`config.mk`:
```
export PLATFORM = sky130hd
export DESIGN_NAME = shift_add_multiplier
export DESIGN_NICKNAME = d
export VERILOG_FILES = /design/src/rtl/shift_add_multiplier.sv
export SDC_FILE = /design/constraint.sdc
export NUM_CORES = 1
export LEC_CHECK = 0
export CORE_MARGIN = 8
export CORE_UTILIZATION = 35
export CTS_BUF_LIST = sky130_fd_sc_hd__clkbuf_8
export CTS_CLUSTER_DIAMETER = 120
export DETAILED_ROUTE_END_ITERATION = 12
export GPL_TIMING_DRIVEN = 1
export SYNTH_ARGS = -nofsm -noshare
export SYNTH_HDL_FRONTEND = slang
export SYNTH_SLANG_ARGS = --single-unit
```
`constraint.sdc`:
```
create_clock -name clk -period 2.5 [get_ports clk]
set_input_delay 0.5 -clock clk [delete_from_list [all_inputs] [get_ports clk]]
set_output_delay 0.5 -clock clk [all_outputs]
set_load 0.05 [all_outputs]
```
`src/rtl/shift_add_multiplier.sv`:
```
`default_nettype none
// ============================================================================
// Module   : shift_add_multiplier
// Purpose  : Sequential unsigned radix-2 shift-and-add multiplier. Performs
//            one W-bit add per cycle and forms the exact 2W-bit product of
//            a x b in W cycles, with a start/done handshake.
// Ports    : clk      - rising-edge clock
//            rst      - synchronous active-high reset
//            start    - multiply request, sampled when not busy
//            a, b     - multiplicand / multiplier, captured on accepted start
//            busy     - high while the multiply iterates
//            done     - one-cycle pulse, product valid
//            product  - {hi, lo} result, held until the next accepted start
// Revision : 1.0 - initial release
// ============================================================================
module shift_add_multiplier #(
    parameter int W = 32
) (
    input  logic             clk,
    input  logic             rst,
    input  logic             start,
    input  logic [W-1:0]     a,
    input  logic [W-1:0]     b,
    output logic             busy,
    output logic             done,
    output logic [2*W-1:0]   product
);

    localparam int            CW       = $clog2(W + 1);
    localparam logic [CW-1:0] c_LAST   = CW'(W - 1);
    localparam logic [CW-1:0] c_ONE    = CW'(1);

    typedef enum logic [1:0] {
        ST_IDLE = 2'd0,
        ST_RUN  = 2'd1,
        ST_DONE = 2'd2
    } state_t;

    state_t             r_state_q;
    state_t             w_state_d;
    logic [W-1:0]       r_mcand_q;
    logic [W-1:0]       w_mcand_d;
    logic [2*W-1:0]     r_acc_q;
    logic [2*W-1:0]     w_acc_d;
    logic [CW-1:0]      r_count_q;
    logic [CW-1:0]      w_count_d;
    logic               r_busy_q;
    logic               w_busy_d;
    logic               r_done_q;
    logic               w_done_d;

    logic [W-1:0]       w_addend;
    logic [W:0]         w_sum;      // {carry-out, sum} of the shared W-bit adder

    always_comb begin
        w_state_d = r_state_q;
        w_mcand_d = r_mcand_q;
        w_acc_d   = r_acc_q;
        w_count_d = r_count_q;

        // Adder operands: high half of the partial product plus the
        // multiplicand when the current multiplier LSB is set.
        w_addend  = r_acc_q[0] ? r_mcand_q : '0;
        w_sum     = {1'b0, r_acc_q[2*W-1:W]} + {1'b0, w_addend};

        case (r_state_q)
            ST_IDLE, ST_DONE: begin
                if (start) begin
                    w_mcand_d = a;
                    w_acc_d   = {{W{1'b0}}, b};
                    w_count_d = '0;
                    w_state_d = ST_RUN;
                end else if (r_state_q == ST_DONE) begin
                    w_state_d = ST_IDLE;
                end
            end
            ST_RUN: begin
                // Carry-out lands in the top bit so no product bit is lost;
                // the consumed multiplier bit falls off the bottom.
                w_acc_d   = {w_sum, r_acc_q[W-1:1]};
                w_count_d = r_count_q + c_ONE;
                if (r_count_q == c_LAST) begin
                    w_state_d = ST_DONE;
                end
            end
            default: begin
                w_state_d = ST_IDLE;
            end
        endcase

        w_busy_d = (w_state_d == ST_RUN);
        w_done_d = (w_state_d == ST_DONE);
    end

    always_ff @(posedge clk) begin
        if (rst) begin
            r_state_q <= ST_IDLE;
            r_mcand_q <= '0;
            r_acc_q   <= '0;
            r_count_q <= '0;
            r_busy_q  <= 1'b0;
            r_done_q  <= 1'b0;
        end else begin
            r_state_q <= w_state_d;
            r_mcand_q <= w_mcand_d;
            r_acc_q   <= w_acc_d;
            r_count_q <= w_count_d;
            r_busy_q  <= w_busy_d;
            r_done_q  <= w_done_d;
        end
    end

    assign busy    = r_busy_q;
    assign done    = r_done_q;
    assign product = r_acc_q;

endmodule
`default_nettype wire

```
After elaboration in Yosys (flattened, before gate mapping)
Index checks and enable logic that the tools add are counted.
- multiply operators: 0
- magnitude comparators: 0
- equal/unequal tests: 6
- add/sub/neg operators: 2
- muxes and demuxes: 9
- reduce and logical (&&, ||, !) cells: 5
- shifts and indexed selects: 0
- bitwise gates (word level): 0
- divide/modulo/power cells: 0
- operators with widths (kind ; number):
    $pmux 64 s2 ; 1
    $mux 64 ; 1
    $add 32x32->33 ; 1
    $mux 32 ; 1
    $pmux 6 s2 ; 1
    $add 6x1->6 const B ; 1
    $eq 6x5->1 const B ; 1
    $mux 2 ; 3
    $mux 6 ; 1
    $eq 2x1->1 const B ; 2
    $eq 2x2->1 const B ; 2
    $pmux 2 s2 ; 1
    $reduce_and 2->1 ; 2
    $logic_not 2->1 ; 1
    $ne 2x2->1 const B ; 1
    $reduce_bool 2->1 ; 1
    $reduce_or 2->1 ; 1
- register bits after elaboration: 106
- input port bits: 67
- bits in read-only memories: 0
- logic and storage cells: 28
- latch bits: 0
- output and inout bits: 66
- memories: 0
- memory bits (writable): 0

Longest topological paths before layout
Gate-level depths: netlist of run 1.
- word-level depth: 5
- gate-level depth with buffers: 11
- mapped depth without buffers: 11

Worst setup path after synthesis of run 1
Ideal clock, no wire load.
- path kind: reg2reg
- from: register r_acc_q[0], in the netlist product[0]
- to: register r_acc_q[61], in the netlist product[61]
- slack: -439 ps
- required time: 2383 ps
- clock period less this slack: 2939 ps
- path buffers: 0
- data arrival time: 2822 ps
- library setup time: 117 ps
- stages on the path, launching flop included: 12
- cell sequence: dfxtp_1 > and2_1 > ha_1 > inv_1 > fa_1 > nor2b_4 > o31ai_2 > a21oi_2 > o2111ai_4 > a2111oi_4 > o21ai_1 > a32o_1
- word-level cells in the longest chain between the ends: 3
- ends and longest elaborated chain (item ; RTL line ; text):
    start, declared ; 43 ; logic [2*W-1:0] r_acc_q;
    start signal, assigned ; 106 ; r_acc_q <= w_acc_d;
    $mux 32 ; 63 ; w_addend = r_acc_q[0] ? r_mcand_q : '0;
    $add 32x32->33 ; 64 ; w_sum = {1'b0, r_acc_q[2*W-1:W]} + {1'b0, w_addend};
    $pmux 64 s2 ; 66 ; case (r_state_q)
Every way passes these cells.
A chain may end at the register's enable or synchronous reset.

Worst setup path after layout of run 1
Ends and elaborated chain as after synthesis.

==> results.txt, run 1 <==
----------------------------------------------------
[Outcome]
  Result of the run ... finished, violations left
  Violations in the final reports ... setup timing

[Worst setup path]
  Path type of the worst setup path ... reg -> reg
  Kind of start point of the critical path ... flip-flop
  Critical path data required time ... 2.80 ns
  Number of cell instances on the worst register-to-register path ... 10
  Worst Setup End Kind ... flip-flop
  Critical path fanouts, max ... 22
  Data arrival time of the critical path ... 2.81 ns

[Clocking]
  Max H-tree Level ... 3
  TritonCTS clock tree ... built
  Clock latency on the worst-skew pair ... 0.40 ns
  Clock tree buffer depth ... 2
  CTS Buf Count ... 9
  Clock slew seen by the registers of the worst setup and hold paths ... 0.12 ns
  # clock sinks ... 106
  Root buffer selected by CTS ... clkbuf_8

[Synth]
  Most used flip-flop cell after synthesis ... dfxtp_1
  Number of flops mapped to enable cells by yosys ... 0
  Syn avg cell area ... 7.89 um2
  Number of distinct library cells after synthesis ... 61
  Async set-reset flop share out of synthesis ... 0%
  Proportion of synthesized chip area in sequential cells ... 36.4%
  Post-synthesis net count ... 839
  Flops & latches, synth ... 106
  Count of mapped cells out of synthesis ... 738
  Post-Synthesis Cell Area ... 0.00582 mm2
  Yosys warning total ... 0

[Global route]
  Overall fraction of global-route tracks in use ... 16.4%
  Residual overflow from global routing ... 0
  Antenna violations before repair ... 0
  Met3 layer usage reported by global route ... 5.35%
  Number of global-route vias before repair ... 5594
  First-pass GRT wire length ... 28.7 mm
  M1 GR Usage ... 20.3%
  Most Crowded Layer GR ... met2
  Maximum number of pins on one net before global-route repair ... 59
  Routing usage on met2 ... 26.8%

[Route]
  Detailed-route wire length ... 18.0 mm
  Drc violations ... 0
  Vias per std cell ... 5.09
  Initial detailed-routing violation count ... 303
  Detailed-routing iteration count for the pre-antenna-repair pass ... 4
  Routed length per placed instance ... 15.9 um
  Post-detailed-route count of antenna-violating nets ... 0
  Via count ... 5739

[Cells and area]
  Proportion of layout cells with a drive suffix above 1 ... 16.9%
  Number of diodes ... 0
  Post-route standard cell area excluding fillers ... 0.00832 mm2
  Syn-to-layout area delta ... 42.9%
  Total number of nets in the final design ... 1003
  Filler cell count ... 1595

[Timing]
  Worst slew margin relative to its limit ... 40.0%
  Setup skew after layout ... 0.0112 ns
  Final setup viols ... 1
  Least-Margin Pin Slew ... 0.897 ns
  Number of pins with negative max-slew slack in the final report ... 0
  Minimum setup slack in the final design ... -0.0104 ns
  Tmin final ... 2.51 ns
  Setup repair after global routing missed its margin ... true
  Maximum clock rate ... 398 MHz
  Final Cycle Share ... 100%
  Count of endpoints failing hold in the final timing report ... 0

[Power]
  Overall power of the completed layout ... 3.59 mW
  Areal power density over the cells ... 432 mW/mm2
  Max VDD drop ... 0.330 mV
  Leakage power ... 3.13 nW

[Job]
  Number of violations of the max-capacitance limit ... 0

[Floorplanning]
  Number of top-level pins ... 133
  Area enclosed by the die boundary ... 0.0210 mm2
  Die Height ... 145 um
  Core Rows ... 47
  Core area ... 0.0164 mm2
  Effective utilization at floorplan ... 35.5%
  Width of the chip ... 145 um

[Place]
  Count of buffers from port buffering ... 132
  DP Area ... 0.00771 mm2
  Detailed Place HPWL ... 13.6 mm
  Final RePlAce weighted congestion ... 0.899

[Min path]
  Class of the tightest hold or removal check ... reg -> reg
  Worst Hold Depth ... 2

----------------------------------------------------
==> cell usage after synthesis, types with 2 or more instances <==
cell type / number / share of area (%)
xor2_1: 10 / 1.5
o21ai_0: 30 / 2.6
nand3_1: 6 / 0.52
buf_6: 5 / 0.97
a31oi_1: 3 / 0.32
a32o_1: 2 / 0.34
a21o_1: 9 / 1.2
buf_1: 5 / 0.32
mux2i_1: 4 / 0.69
clkbuf_1: 31 / 2.0
nor4_1: 5 / 0.54
a22oi_1: 41 / 5.3
o21a_1: 7 / 0.90
nor2_1: 38 / 2.4
dfxtp_1: 106 / 36
or3_1: 3 / 0.32
o211ai_1: 6 / 0.77
nand2_1: 155 / 10
a311oi_1: 2 / 0.30
nand4_1: 10 / 1.1
xnor2_1: 13 / 2.0
a21oi_2: 4 / 0.60
nor3_1: 6 / 0.52
a21oi_1: 106 / 9.1
ha_1: 33 / 7.1
a211oi_1: 2 / 0.26
nor2b_1: 3 / 0.32
o31ai_1: 4 / 0.52
o21ai_1: 5 / 0.43
and2_1: 31 / 3.3
nand2b_1: 3 / 0.32
o21bai_1: 5 / 0.64
and3_1: 3 / 0.32
inv_1: 15 / 0.97
==> layout make-up <==
type | instances | area (um2) | share of cell area (%)
clock buffers | 9 | 124 | 1.49
clock inverters | 7 | 78.8 | 0.947
inverters | 15 | 56.3 | 0.676
multi-input cells | 572 | 3830 | 46.0
flip-flops and latches | 106 | 2130 | 25.6
well taps | 220 | 275 | 3.31
repair buffers | 198 | 1830 | 22.0
==> layer usage <==
| metal | part of all wire (%) | wire length, um |
|---|---|---|
| met5 | 0 | 0 |
| met4 | 0.85 | 153 |
| met3 | 6.9 | 1240 |
| met2 | 48 | 8580 |
| met1 | 44 | 7980 |
==> flip-flops by register name, summed over array words and instances, names as in the netlist <==
signal / flops
busy: 1
done: 1
product: 64
r_count_q: 6
r_mcand_q: 32
r_state_q: 2
==> cells by family after synthesis <==
| group | after synthesis | synth area share [%] |
|---|---|---|
| muxes | 4 | 0.688 |
| buffers and inverters | 60 | 4.81 |
| and+or+nand+nor | 268 | 20.5 |
| xor gates and xnor gates | 23 | 3.46 |
| adders and majority gates | 34 | 7.43 |
| DFF | 106 | 36.4 |
| AOI/OAI and AO/OA | 243 | 26.7 |
==> report_power, final <==
| group | switching, mW | total, mW | internal [mW] | leakage (nW) |
|---|---|---|---|---|
| Combinational | 0.403 | 0.681 | 0.278 | 2.16 |
| Sequential | 0.0526 | 1.82 | 1.76 | 0.867 |
| Clock | 0.693 | 1.10 | 0.402 | 0.104 |
| Total | 1.15 | 3.59 | 2.44 | 3.13 |
==> repair_timing <==
item,4_1_cts,5_1_grt
cloned,0,0
pin swaps,9,17
gates resized for setup,16,54
buffers inserted,0,4
hold buffers,0,0
setup endpoints to repair,8,16
==> cell usage in the layout, fill, tap and decap left out, types with 10 or more instances in the layout <==
master,n
nand2_1,154
clkdlybuf4s50_1,131
dfxtp_1,103
a21oi_1,99
buf_4,64
a22oi_1,41
nor2_1,34
and2_1,26
o21ai_0,21
ha_4,16
ha_1,15
inv_1,14
xnor2_1,13
nand4_1,10
xor2_1,10
==> path summary, 6_finish.rpt <==
check / from / end / slack, ns
hold / removal: r_mcand_q[29]$_SDFFE_PP0P_ / r_mcand_q[29]$_SDFFE_PP0P_ / 0.46
setup / recovery: product[0]$_SDFFE_PP0P_ / product[61]$_SDFFE_PP0P_ / -0.01
setup reg to reg: product[0]$_SDFFE_PP0P_ / product[61]$_SDFFE_PP0P_ / -0.01
hold reg to reg: r_mcand_q[29]$_SDFFE_PP0P_ / r_mcand_q[29]$_SDFFE_PP0P_ / 0.46
==> worst max-delay path, stage by stage, from the launching register on <==
cell      delay [ns]
dfxtp_4         0.38
buf_12          0.15
and2_4          0.17
ha_4            0.23
a21o_1          0.17
o21bai_1        0.19
a21oi_1         0.14
nor3_1          0.06
a211o_2         0.31
or3_1           0.35
a32o_1          0.24
==> stage by stage <==
step / hold WS, ns / cells / utilization, % / TNS, ns / setup WS [ns]
finish: 0.456 / 1127 / 50.7 / -0.0104 / -0.0104
global route: 0.477 / 1127 / 50.7 / -0.307 / -0.109
CTS: 0.460 / 1123 / 48.9 / -0.0887 / -0.0452
detailed placement: 0.445 / 1107 / 47.0 / -0.262 / -0.119
global placement: 0.440 / 1107 / 47.0 / -0.324 / -0.173
floorplan: 0.432 / 738 / - / -0.0208 / -0.0175
(Power assumes the default switching activity.)
==> inputs of run 2 (changes only) <==
Settings changed: HOLD_SLACK_MARGIN from default to 0.02.
Clock period 2.5 ns to 2.8 ns, I/O delays scaled along.
==> results.txt, run 2 (synthesized netlist as in run 1, its figures left out) <==
----------------------------------------------------
[Route]
  Detailed-routing iteration count for the pre-antenna-repair pass ... 5
  Initial detailed-routing violation count ... 463
  Vias per std cell ... 5.12
  Detailed-route wire length ... 17.4 mm
  Drc violations ... 0
  Routed length per placed instance ... 16.1 um
  Post-detailed-route count of antenna-violating nets ... 0
  Via count ... 5544

[Timing]
  Final Cycle Share ... 95.4%
  Post-route setup TNS ... 0 ns
  Setup repair after global routing missed its margin ... false
  Minimum setup slack in the final design ... 0.127 ns
  Worst slew margin relative to its limit ... 60.3%
  Worst Hold Margin ... 0.455 ns
  Number of pins with negative max-slew slack in the final report ... 0
  Least-Margin Pin Slew ... 0.596 ns
  Count of endpoints failing hold in the final timing report ... 0
  Final setup viols ... 0
  Setup skew after layout ... 0.0124 ns
  Maximum clock rate ... 374 MHz
  Tmin final ... 2.67 ns

[Clocking]
  Clock slew seen by the registers of the worst setup and hold paths ... 0.11 ns
  TritonCTS clock tree ... built
  Root buffer selected by CTS ... clkbuf_8
  Max H-tree Level ... 3
  CTS Buf Count ... 9
  Clock tree buffer depth ... 2
  # clock sinks ... 106
  Clock latency on the worst-skew pair ... 0.39 ns
  Resize count post-CTS ... 0
  Number of setup buffers added after CTS ... 0
  Quantity of hold-fixing buffers added after cts ... 0

[Place]
  Final RePlAce weighted congestion ... 0.893
  DP Area ... 0.00739 mm2
  Placed insts ... 1067
  Count of buffers from port buffering ... 132
  Worst slack at placement ... 0.112 ns
  Detailed Place HPWL ... 13.0 mm

[Worst setup path]
  Worst Setup End Kind ... flip-flop
  Data arrival time of the critical path ... 2.97 ns
  Critical path data required time ... 3.10 ns
  Kind of start point of the critical path ... flip-flop
  Path type of the worst setup path ... reg -> reg
  Critical path fanouts, max ... 33

[Job]
  Number of violations of the max-capacitance limit ... 0

[Floorplanning]
  Number of top-level pins ... 133
  Core Rows ... 47
  Die Height ... 145 um
  Core area ... 0.0164 mm2
  Area enclosed by the die boundary ... 0.0210 mm2
  Effective utilization at floorplan ... 35.5%
  Width of the chip ... 145 um

[Cells and area]
  Syn-to-layout area delta ... 30.6%
  Post-route non-filler standard cell count ... 1083
  Commonest non-fill, non-tap cells in the layout ... nand2_1 (155), clkdlybuf4s50_1 (131), dfxtp_1 (105)
  Total number of nets in the final design ... 959
  Number of flip-flops under the largest register name ... 64
  Post-route standard cell area excluding fillers ... 0.00761 mm2
  Proportion of layout cells with a drive suffix above 1 ... 7.30%
  Leading cell type in the layout, fill and taps excluded ... nand2_1
  Number of diodes ... 0

[Power]
  Max VDD drop ... 0.330 mV
  Leakage power ... 2.93 nW
  Areal power density over the cells ... 418 mW/mm2

[Global route]
  M1 GR Usage ... 20.2%
  Antenna violations before repair ... 0
  Maximum number of pins on one net before global-route repair ... 50
  Routing usage on met2 ... 27.0%
  Met3 layer usage reported by global route ... 5.44%
  First-pass GRT wire length ... 28.8 mm
  Overall fraction of global-route tracks in use ... 16.4%
  Number of global-route vias before repair ... 5628
  Most Crowded Layer GR ... met2
  Residual overflow from global routing ... 0

[Outcome]
  Result of the run ... complete, no violations

[Min path]
  Class of the tightest hold or removal check ... reg -> reg

----------------------------------------------------
## run 2: cell types whose count changed in the layout (fill, tap and decap cells not counted), sizes merged
cell	change
clkinv	-2
clkinvlp	+2
clkbuf	+2
buf	-44
inv	-2
## run 2: power by group
part           total (mW)  switching, mW  internal (mW)
Combinational       0.594          0.362          0.232
Clock               0.963          0.577          0.386
Sequential           1.62         0.0453           1.58
## run 2: final timing paths
path                            slack, ns                       start                          to  cells after the start
worst max-delay path                 0.13     product[0]$_SDFFE_PP0P_    product[61]$_SDFFE_PP0P_                     10
worst min register to register       0.45  r_mcand_q[29]$_SDFFE_PP0P_  r_mcand_q[29]$_SDFFE_PP0P_                      2
worst max register to register       0.13     product[0]$_SDFFE_PP0P_    product[61]$_SDFFE_PP0P_                     10
worst min-delay path                 0.45  r_mcand_q[29]$_SDFFE_PP0P_  r_mcand_q[29]$_SDFFE_PP0P_                      2
## run 2: area by class of cell
cell class,count,area [um2]
Clock buffer,11,151
Tap cell,220,275
Clock inverter,5,46.3
Multi-Input combinational cell,572,3460
Inverter,15,56.3
Timing Repair Buffer,154,1490
Sequential cell,106,2120
Fill cell,1669,8800
## run 2: layer usage
metal | vias up | part of all wire [%] | wire length (um)
li1 | 2848 | - | -
met1 | 2550 | 46 | 8010
met2 | 131 | 46 | 8110
met3 | 15 | 6.2 | 1090
met4 | 0 | 1.3 | 234
met5 | - | 0 | 0
## run 2: critical path: stages (launching register included)
cell	delay (ns)
dfxtp_2	0.35
buf_12	0.16
and2_1	0.16
ha_1	0.36
a21o_1	0.20
o21bai_1	0.18
a21oi_1	0.18
nor3_1	0.06
a211o_2	0.31
or3_1	0.34
a32o_1	0.25
## run 2: per-stage QoR
step / utilization, % / power, mW
after floorplan: - / 1.99
after global placement: 45.1 / 2.26
after detailed placement: 45.1 / 2.25
after CTS: 46.3 / 3.23
after global routing: 46.4 / 3.34
final: 46.4 / 3.18
==> inputs of run 3 (changes only) <==
Settings changed: ABC_CLOCK_PERIOD_IN_PS from default to 2800, CORE_UTILIZATION 35 to 52, PLACE_DENSITY from default to 0.82.
==> results.txt, run 3 (synthesized netlist as in run 1, its figures left out) <==
----------------------------------------------------
[Outcome]
  Result of the run ... complete, no violations

[Place]
  DP Area ... 0.00729 mm2
  Count of buffers from port buffering ... 132
  Detailed Place HPWL ... 13.2 mm
  Final RePlAce weighted congestion ... 0.969
  Placed insts ... 987

[Clocking]
  Clock tree buffer depth ... 2
  Max H-tree Level ... 3
  Root buffer selected by CTS ... clkbuf_8
  Quantity of hold-fixing buffers added after cts ... 0
  # clock sinks ... 106
  CTS Buf Count ... 9
  Clock latency on the worst-skew pair ... 0.38 ns
  TritonCTS clock tree ... built
  Clock slew seen by the registers of the worst setup and hold paths ... 0.10 ns

[Global route]
  Overall fraction of global-route tracks in use ... 23.5%
  Antenna violations before repair ... 0
  Maximum number of pins on one net before global-route repair ... 50
  First-pass GRT wire length ... 28.3 mm
  Residual overflow from global routing ... 0
  Number of global-route vias before repair ... 5672

[Timing]
  Setup skew after layout ... 0.00784 ns
  Worst slew margin relative to its limit ... 60.7%
  Post-route setup TNS ... 0 ns
  Number of pins with negative max-slew slack in the final report ... 0
  Maximum clock rate ... 376 MHz
  Final setup viols ... 0
  Setup repair after global routing missed its margin ... true
  Tmin final ... 2.66 ns
  Count of endpoints failing hold in the final timing report ... 0
  Least-Margin Pin Slew ... 0.587 ns
  Final Cycle Share ... 95.0%

[Route]
  Routed length per placed instance ... 17.3 um
  Post-detailed-route count of antenna-violating nets ... 0
  Vias per std cell ... 5.79
  Detailed-routing iteration count for the pre-antenna-repair pass ... 5
  Initial detailed-routing violation count ... 416
  Via count ... 5813
  Drc violations ... 0
  Detailed-route wire length ... 17.3 mm

[Cells and area]
  End-of-flow core utilization ... 69.3%
  Number of flip-flops under the largest register name ... 64
  Number of diodes ... 0
  Filler cell count ... 916
  Total number of nets in the final design ... 960
  Leading cell type in the layout, fill and taps excluded ... nand2_1
  Commonest non-fill, non-tap cells in the layout ... nand2_1 (155), clkdlybuf4s50_1 (131), dfxtp_1 (105)
  Proportion of layout cells with a drive suffix above 1 ... 7.41%
  Post-route non-filler standard cell count ... 1004
  Post-route standard cell area excluding fillers ... 0.00754 mm2
  Syn-to-layout area delta ... 29.5%

[Floorplanning]
  Core Rows ... 38
  Core area ... 0.0109 mm2
  Number of top-level pins ... 133
  Die Height ... 122 um
  Area enclosed by the die boundary ... 0.0148 mm2
  Width of the chip ... 122 um
  Effective utilization at floorplan ... 53.5%

[Power]
  Psw ... 965 uW
  Leakage power ... 2.95 nW
  Share of total power in the clock network ... 32.6%
  Sequential cell fraction of total power ... 49.4%
  Max VDD drop ... 0.311 mV
  Logic gate share of total power ... 18.0%
  Internal power ... 2.32 mW
  Areal power density over the cells ... 435 mW/mm2
  Sw Share ... 29.4%

[Worst setup path]
  Number of cell instances on the worst register-to-register path ... 10
  Critical path fanouts, max ... 12
  Data arrival time of the critical path ... 2.93 ns
  Worst Setup End Kind ... flip-flop
  Kind of start point of the critical path ... flip-flop
  Path type of the worst setup path ... reg -> reg
  Critical path data required time ... 3.07 ns

[Min path]
  Worst Hold Depth ... 2
  Class of the tightest hold or removal check ... reg -> reg

[Job]
  Number of violations of the max-capacitance limit ... 0

----------------------------------------------------
run 3: changes by cell type in the layout (fill, tap and decap cells not counted), moves of 2 or more:
cell | previous run | this run
o21ai_0 | 30 | 28
bufinv_16 | 0 | 2
inv_8 | 2 | 0
inv_6 | 0 | 2
clkbuf_8 | 11 | 9
o21ai_1 | 5 | 7
run 3: path summary, 6_finish.rpt:
check	startpoint	endpoint	slack, ns
hold / removal	r_mcand_q[30]$_SDFFE_PP0P_	r_mcand_q[30]$_SDFFE_PP0P_	0.46
setup reg to reg	product[0]$_SDFFE_PP0P_	product[61]$_SDFFE_PP0P_	0.14
setup / recovery	product[0]$_SDFFE_PP0P_	product[61]$_SDFFE_PP0P_	0.14
hold reg to reg	r_mcand_q[30]$_SDFFE_PP0P_	r_mcand_q[30]$_SDFFE_PP0P_	0.46
run 3: what timing repair did:
item | 4_1_cts | 5_1_grt
setup buffers | 0 | 1
endpoints found under the setup margin | 0 | 6
gates resized for setup | 0 | 7
run 3: layout make-up:
cell class	count	area, um2	share of cell area (%)
inverter	15	56.3	0.747
tap	140	175	2.32
multi-input combinational	572	3460	45.9
clock buffer	9	124	1.64
clock inverter	7	98.8	1.31
timing repair buffer	155	1500	19.9
sequential	106	2120	28.2
run 3: through the flow:
| stage | power (mW) | setup slack (ns) | hold slack, ns |
|---|---|---|---|
| after global routing | 3.42 | -0.0173 | 0.482 |
| after global placement | 2.24 | 0.195 | 0.442 |
| after detailed placement | 2.25 | 0.110 | 0.445 |
| after floorplan | 1.99 | 0.00779 | 0.432 |
| after CTS | 3.31 | 0.0803 | 0.461 |
| final | 3.28 | 0.141 | 0.455 |
run 3: power groups by stage:
stage | Sequential (mW) | Combinational, mW | Clock (mW)
floorplan | 1.77 | 0.221 | 0
global placement | 1.65 | 0.583 | 0
detailed placement | 1.66 | 0.591 | 0
CTS | 1.62 | 0.593 | 1.09
global route | 1.63 | 0.639 | 1.15
finish | 1.62 | 0.592 | 1.07
run 3: critical path, cell delays in order (launching register included):
cell and delay, ns:
dfxtp_2 0.35, buf_4 0.17, and2_1 0.17, ha_1 0.36, a21o_1 0.21, o21bai_1 0.18, a21oi_1 0.15, nor3_1 0.06
a211o_2 0.31, or3_1 0.34, a32o_1 0.25
run 3: routing by layer:
metal  up-vias  GRT usage [%]  routed length, um
li1       2842              -                  -
met1      2738           28.9               7420
met2       206           38.0               8120
met3        27           6.89               1430
met4         0           9.10                368
met5         -              0                  0
